File: config.mk
export PLATFORM = sky130hd
export DESIGN_NAME = axi4_burst_led_slave
export DESIGN_NICKNAME = d
export VERILOG_FILES = /design/src/rtl/axi4_burst_led_slave.sv
export SDC_FILE = /design/constraint.sdc
export NUM_CORES = 2
export LEC_CHECK = 0
export BUFFER_PORTS_ARGS = -buffer_cell sky130_fd_sc_hd__buf_4
export CAP_MARGIN = 0
export CORE_MARGIN = 2
export CORE_UTILIZATION = 30
export CTS_CLUSTER_DIAMETER = 100
export DETAILED_ROUTE_END_ITERATION = 10
export GPL_TIMING_DRIVEN = 0
export HOLD_SLACK_MARGIN = 0.08
export PLACE_DENSITY = 0.43
export SLEW_MARGIN = 10
export SYNTH_ARGS = -nofsm -noshare
export SYNTH_HDL_FRONTEND = slang
export SYNTH_SLANG_ARGS = --single-unit
File: constraint.sdc
create_clock -name ACLK -period 3.3 [get_ports ACLK]
set_input_delay 0 -clock ACLK [delete_from_list [all_inputs] [get_ports ACLK]]
set_output_delay 0 -clock ACLK [all_outputs]
set_load 0.01 [all_outputs]
File: src/rtl/axi4_burst_led_slave.sv
// AXI4 full burst slave backed by a 2^(C_ADDR_WIDTH-2)-word register file.
// Only one burst is in flight at a time. The low bits of word 0 drive the board LEDs.
module axi4_burst_led_slave #(
  parameter int C_ID_WIDTH   = 1,
  parameter int C_DATA_WIDTH = 32,
  parameter int C_ADDR_WIDTH = 8,
  parameter int C_NUM_LEDS   = 8
) (
  input  logic                      ACLK,
  input  logic                      ARESET,
  input  logic [C_ID_WIDTH-1:0]     AWID,
  input  logic [C_ADDR_WIDTH-1:0]   AWADDR,
  input  logic [7:0]                AWLEN,
  input  logic [2:0]                AWSIZE,
  input  logic [1:0]                AWBURST,
  input  logic                      AWVALID,
  output logic                      AWREADY,
  input  logic [C_DATA_WIDTH-1:0]   WDATA,
  input  logic [C_DATA_WIDTH/8-1:0] WSTRB,
  input  logic                      WLAST,
  input  logic                      WVALID,
  output logic                      WREADY,
  output logic [C_ID_WIDTH-1:0]     BID,
  output logic [1:0]                BRESP,
  output logic                      BVALID,
  input  logic                      BREADY,
  input  logic [C_ID_WIDTH-1:0]     ARID,
  input  logic [C_ADDR_WIDTH-1:0]   ARADDR,
  input  logic [7:0]                ARLEN,
  input  logic [2:0]                ARSIZE,
  input  logic [1:0]                ARBURST,
  input  logic                      ARVALID,
  output logic                      ARREADY,
  output logic [C_ID_WIDTH-1:0]     RID,
  output logic [C_DATA_WIDTH-1:0]   RDATA,
  output logic [1:0]                RRESP,
  output logic                      RLAST,
  output logic                      RVALID,
  input  logic                      RREADY,
  output logic [C_NUM_LEDS-1:0]     LED
);
  localparam int IDX_W = C_ADDR_WIDTH - 2;
  localparam int DEPTH = 1 << IDX_W;

  typedef enum logic [2:0] {
    ST_IDLE, ST_AW_ACK, ST_WDATA, ST_WRESP, ST_AR_ACK, ST_RDATA
  } state_t;

  state_t                   state_q, state_d;
  logic                     wr_ptr_q;
  logic [C_ID_WIDTH-1:0]    id_q;
  logic [IDX_W-1:0]         idx_q;
  logic [7:0]               len_q;
  logic [1:0]               burst_q;
  logic                     err_q;
  logic [7:0]               beat_q;
  logic [C_DATA_WIDTH-1:0]  mem [DEPTH];
  logic                     rvalid_p1;
  logic [C_DATA_WIDTH-1:0]  rdata_p1;
  logic [1:0]               rresp_p1;
  logic                     rlast_p1;
  logic [C_ID_WIDTH-1:0]    rid_p1;
  logic [IDX_W-1:0]         nxt_idx;
  logic                     ar_err;
  logic                     unused_addr_bits;

  function automatic logic hdr_err(input logic [7:0] len, input logic [2:0] size,
                                   input logic [1:0] burst);
    logic wrap_ok;
    wrap_ok = (len == 8'd1) || (len == 8'd3) || (len == 8'd7) || (len == 8'd15);
    return (size != 3'd2) || (burst == 2'b11) || ((burst == 2'b10) && !wrap_ok);
  endfunction

  // WRAP lengths are 2^n-1, so the low LEN bits are exactly the in-block offset mask.
  function automatic logic [IDX_W-1:0] next_idx(input logic [IDX_W-1:0] idx,
                                                input logic [3:0] len, input logic [1:0] burst);
    logic [IDX_W-1:0] mask, inc;
    inc  = idx + 1'b1;
    mask = IDX_W'(len);
    case (burst)
      2'b00:   return idx;
      2'b10:   return (idx & ~mask) | (inc & mask);
      default: return inc;
    endcase
  endfunction

  assign nxt_idx          = next_idx(idx_q, len_q[3:0], burst_q);
  assign ar_err           = hdr_err(ARLEN, ARSIZE, ARBURST);
  assign unused_addr_bits = ^{AWADDR[1:0], ARADDR[1:0]};

  always_ff @(posedge ACLK) begin
    if (ARESET) state_q <= ST_IDLE;
    else        state_q <= state_d;
  end

  always_comb begin
    state_d = state_q;
    AWREADY = 1'b0;
    WREADY  = 1'b0;
    ARREADY = 1'b0;
    BVALID  = 1'b0;
    BID     = '0;
    BRESP   = 2'b00;
    case (state_q)
      ST_IDLE: begin
        if (AWVALID && (!ARVALID || wr_ptr_q)) state_d = ST_AW_ACK;
        else if (ARVALID)                      state_d = ST_AR_ACK;
      end
      ST_AW_ACK: begin
        AWREADY = 1'b1;
        state_d = ST_WDATA;
      end
      ST_WDATA: begin
        WREADY = 1'b1;
        if (WVALID && (beat_q == len_q)) state_d = ST_WRESP;
      end
      ST_WRESP: begin
        BVALID = 1'b1;
        BID    = id_q;
        BRESP  = err_q ? 2'b10 : 2'b00;
        if (BREADY) state_d = ST_IDLE;
      end
      ST_AR_ACK: begin
        ARREADY = 1'b1;
        state_d = ST_RDATA;
      end
      ST_RDATA: begin
        if (rvalid_p1 && RREADY && (beat_q == len_q)) state_d = ST_IDLE;
      end
      default: state_d = ST_IDLE;
    endcase
  end

  always_ff @(posedge ACLK) begin
    if (ARESET) begin
      wr_ptr_q  <= 1'b1;
      err_q     <= 1'b0;
      beat_q    <= '0;
      rvalid_p1 <= 1'b0;
      rdata_p1  <= '0;
      rresp_p1  <= 2'b00;
      rlast_p1  <= 1'b0;
      rid_p1    <= '0;
      for (int i = 0; i < DEPTH; i++) mem[i] <= '0;
    end else begin
      case (state_q)
        ST_IDLE: begin
          if (state_d != ST_IDLE) wr_ptr_q <= ~wr_ptr_q;
        end
        ST_AW_ACK: begin
          id_q    <= AWID;
          idx_q   <= AWADDR[C_ADDR_WIDTH-1:2];
          len_q   <= AWLEN;
          burst_q <= AWBURST;
          err_q   <= hdr_err(AWLEN, AWSIZE, AWBURST);
          beat_q  <= '0;
        end
        ST_WDATA: begin
          if (WVALID) begin
            if (!err_q) begin
              for (int b = 0; b < C_DATA_WIDTH/8; b++)
                if (WSTRB[b]) mem[idx_q][8*b +: 8] <= WDATA[8*b +: 8];
            end
            if (WLAST != (beat_q == len_q)) err_q <= 1'b1;
            idx_q  <= nxt_idx;
            beat_q <= beat_q + 8'd1;
          end
        end
        // p0 -> p1: header accepted, first beat read from the register file
        ST_AR_ACK: begin
          idx_q     <= ARADDR[C_ADDR_WIDTH-1:2];
          len_q     <= ARLEN;
          burst_q   <= ARBURST;
          err_q     <= ar_err;
          beat_q    <= '0;
          rvalid_p1 <= 1'b1;
          rid_p1    <= ARID;
          rlast_p1  <= (ARLEN == 8'd0);
          rresp_p1  <= ar_err ? 2'b10 : 2'b00;
          rdata_p1  <= ar_err ? '0 : mem[ARADDR[C_ADDR_WIDTH-1:2]];
        end
        ST_RDATA: begin
          if (rvalid_p1 && RREADY) begin
            if (beat_q == len_q) begin
              rvalid_p1 <= 1'b0;
              rdata_p1  <= '0;
              rresp_p1  <= 2'b00;
              rlast_p1  <= 1'b0;
              rid_p1    <= '0;
            end else begin
              idx_q    <= nxt_idx;
              beat_q   <= beat_q + 8'd1;
              rdata_p1 <= err_q ? '0 : mem[nxt_idx];
              rlast_p1 <= ((beat_q + 8'd1) == len_q);
            end
          end
        end
        default: ;
      endcase
    end
  end

  assign RVALID = rvalid_p1;
  assign RDATA  = rdata_p1;
  assign RRESP  = rresp_p1;
  assign RLAST  = rlast_p1;
  assign RID    = rid_p1;
  assign LED    = mem[0][C_NUM_LEDS-1:0];

endmodule

==> out/results.ini <==
[cells_and_area]
layout_common_cells=edfxtp_1 (2065), and2_1 (2060), nand2_1 (1495)
nets=10800
layout_commonest_cell=edfxtp_1
drive_gt1_share_pct=26.0
area_growth_syn_to_layout_pct=25.6
postLayoutCoreUtil_pct=37.8
instances_no_fill=16200
fill_cells=37400

[cts]
ctsRootBufferMaster=clkbuf_16
cts_tree=yes
numCtsBuffers=274
clk_pin_slew_worst_paths_ns=0.06
cts.sinks=2114
cts_buffer_depth=4
htreeDepth=5
clk_latency_ns=1.01

[power_and_ir_drop]
p_int_uw=60600
power.leakage_uw=0.0529
power_density_nw_per_um2=759
clkPwrFrac_pct=27.2
netSwitchingFraction_pct=45.3
power_frac_comb_pct=44.4
ir_drop_uv=756
p_switching_uw=50200
power_frac_seq_pct=28.4

[global_route]
antenna_found_initial=159
grt_util_all_layers_pct=41.4
grt_max_degree=14
first_global_vias=95100
grt_overflow=0
grt_pass1_wl_um=1030000

[routing]
dr.pass1.iters=10
wl_per_cell_um=51.2
routed_wl_um=832000
remaining_drc_errors=0
first_iter_violations=19200
num_vias=104000
via_per_inst=6.38
antenna_left=0

[worst_hold_path]
hp-class=input port to flop

[timing]
fmax_mhz=264
post-route-period-util_pct=115
whs_ns=0.0370
period_needed_ns=3.78
skew_ns=0.0664
finalSetupTns_ns=-126.31
worst_pin_slew_ns=1.48
relSlewSlack_pct=1.41
report.final.hold_viol_count=0
setup_viol=882
setup_slack_ns=-0.482
rsz0062_at_grt=yes
drv_slew=0

[floorplanning]
die_w_um=627
die_h_um=627
start_util_pct=30.1
core_area_um2=386000
die_area_um2=393000
num_rows=228
top_level_ports=140

[critical_path]
cp_max_fo=10
arrival_ns=4.47
worstPathRequired_ns=3.99
critical_path_class=flop to flop
end_kind=flop
crit_path_start_kind=flop

[placed_design]
io_buffers=97
finalWeightedCongestion=1.08
dp.cells=15400
dp_hpwl_um=627000

[run]
cap_violations=0

[synth]
synthCells=9867
synth_area_um2=116000
yosysSeqAreaShare_pct=54.2
syn_area_per_cell_um2=11.8
netlist-cell-type-count=75
synth-main-ff-cell=edfxtp_1
ys_ff_latch=2114
synth_edf_count=2065
yosysWarnings=0
async_flop_share_pct=0

[run_status]
status=finished, violations left
violations=negative setup slack

==> layer usage <==
| metal | vias to the layer above | part of all wire, % | routed length [µm] | global-route usage (%) |
|---|---|---|---|---|
| li1 | 38000 | - | - | - |
| met1 | 53200 | 35 | 292000 | 47.9 |
| met2 | 9423 | 41 | 338000 | 57.8 |
| met3 | 2908 | 13 | 112000 | 18.0 |
| met4 | 62 | 11 | 88900 | 36.6 |
| met5 | - | 0.20 | 1680 | 1.69 |
==> what timing repair did <==
| item | 4_1_cts | 5_1_grt |
|---|---|---|
| setup buffers | 106 | 26 |
| cloned | 5 | 2 |
| hold endpoints to repair | 623 | 4 |
| pin swaps | 99 | 86 |
| hold buffers | 108 | 1 |
| setup endpoints to repair | 3744 | 2925 |
| gates resized for setup | 1535 | 363 |
==> stage by stage <==
| step | setup slack [ns] | power (µW) | cell area, µm² |
|---|---|---|---|
| 2_1_floorplan | 0.406 | 45900 | 116000 |
| 3_3_place_gp | -5.15 | 69000 | 123000 |
| 3_5_place_dp | -3.33 | 70200 | 127000 |
| 4_1_cts | -0.283 | 106000 | 144000 |
| 5_1_grt | -0.351 | 109000 | 146000 |
| 6_report | -0.482 | 111000 | 146000 |
==> state kept, by name (all words and copies together) (netlist names) <==
| name | flops |
|---|---|
| wr_ptr_q | 1 |
| beat_q | 8 |
| RDATA | 32 |
| RVALID | 1 |
| RLAST | 1 |
| burst_q | 2 |
| RID | 1 |
| len_q | 8 |
| state_q | 3 |
| RRESP | 1 |
| idx_q | 6 |
| mem | 2048 |
| id_q | 1 |
| err_q | 1 |
==> cells in the mapped netlist (10+ instances only) <==
cell	instances	share of area, %
buf_6	10	0.097
nor3_1	13	0.056
a21oi_1	49	0.21
o21ai_0	359	1.5
buf_4	35	0.23
dfxtp_1	49	0.84
nor2_1	344	1.1
nand2_1	1551	5.0
a22o_1	22	0.17
buf_1	132	0.43
clkbuf_1	493	1.6
mux2_2	12	0.12
xor2_1	15	0.11
o22ai_1	12	0.065
mux2i_1	417	3.6
nand3_1	954	4.1
a211oi_1	11	0.071
a32oi_1	105	0.79
mux4_2	651	13
edfxtp_1	2065	53
nand4_1	11	0.059
a311oi_1	22	0.17
and3_1	26	0.14
buf_2	186	0.80
a22oi_1	45	0.29
o2111ai_1	11	0.083
a31oi_1	93	0.50
and2_1	2060	11
nor4_1	11	0.059
==> kinds of logic after synthesis <==
kind of cell	count (synthesis)	share of synthesized area, %
buf+inv	864	3.18
other cells	1	0.00323
compound gates	777	4.25
xor+xnor	21	0.174
flops	2114	54.2
mux	1081	16.3
simple gates	5007	21.9
fa+ha+maj	2	0.0215
==> worst paths after layout <==
check                                           start                   endpoint  slack, ns  depth (start not counted)
worst min register to register  RRESP[1]$_SDFFE_PP0P_      RRESP[1]$_SDFFE_PP0P_       0.51                          2
worst max-delay path               idx_q[1]$_DFFE_PP_  mem[20][17]$_SDFFCE_PN0P_      -0.48                          6
worst max register to register     idx_q[1]$_DFFE_PP_  mem[20][17]$_SDFFCE_PN0P_      -0.48                          6
worst min-delay path                        WDATA[31]   mem[0][31]$_SDFFCE_PN0P_       0.04                          2
==> power by group through the flow <==
stage               Clock [µW]  Combinational [µW]  Sequential [µW]
floorplan                    0               14400            31500
global placement             0               37100            32000
detailed placement           0               38200            32000
CTS                      29900               44800            31400
global route             30800               47000            31500
finish                   30100               49200            31500
==> worst max-delay path, stage by stage, from the launching register on <==
cell and delay, ns:
edfxtp_1 0.44, clkbuf_2 0.27, nor3b_2 0.85, buf_6 0.27, nand2_1 0.67, o21ai_2 0.72, buf_6 0.22
==> layout make-up <==
class,instances,area (µm²),share of cell area (%)
Sequential cell,2114,63000,43.2
Multi-Input combinational cell,6890,53800,36.9
Clock buffer,348,7300,5.00
Timing Repair Buffer,610,7020,4.81
Buffer,846,6860,4.70
Tap cell,5175,6470,4.44
Clock inverter,133,1170,0.799
Antenna cell,121,303,0.207
Inverter,7,30.0,0.0206
(Power assumes the default switching activity.)
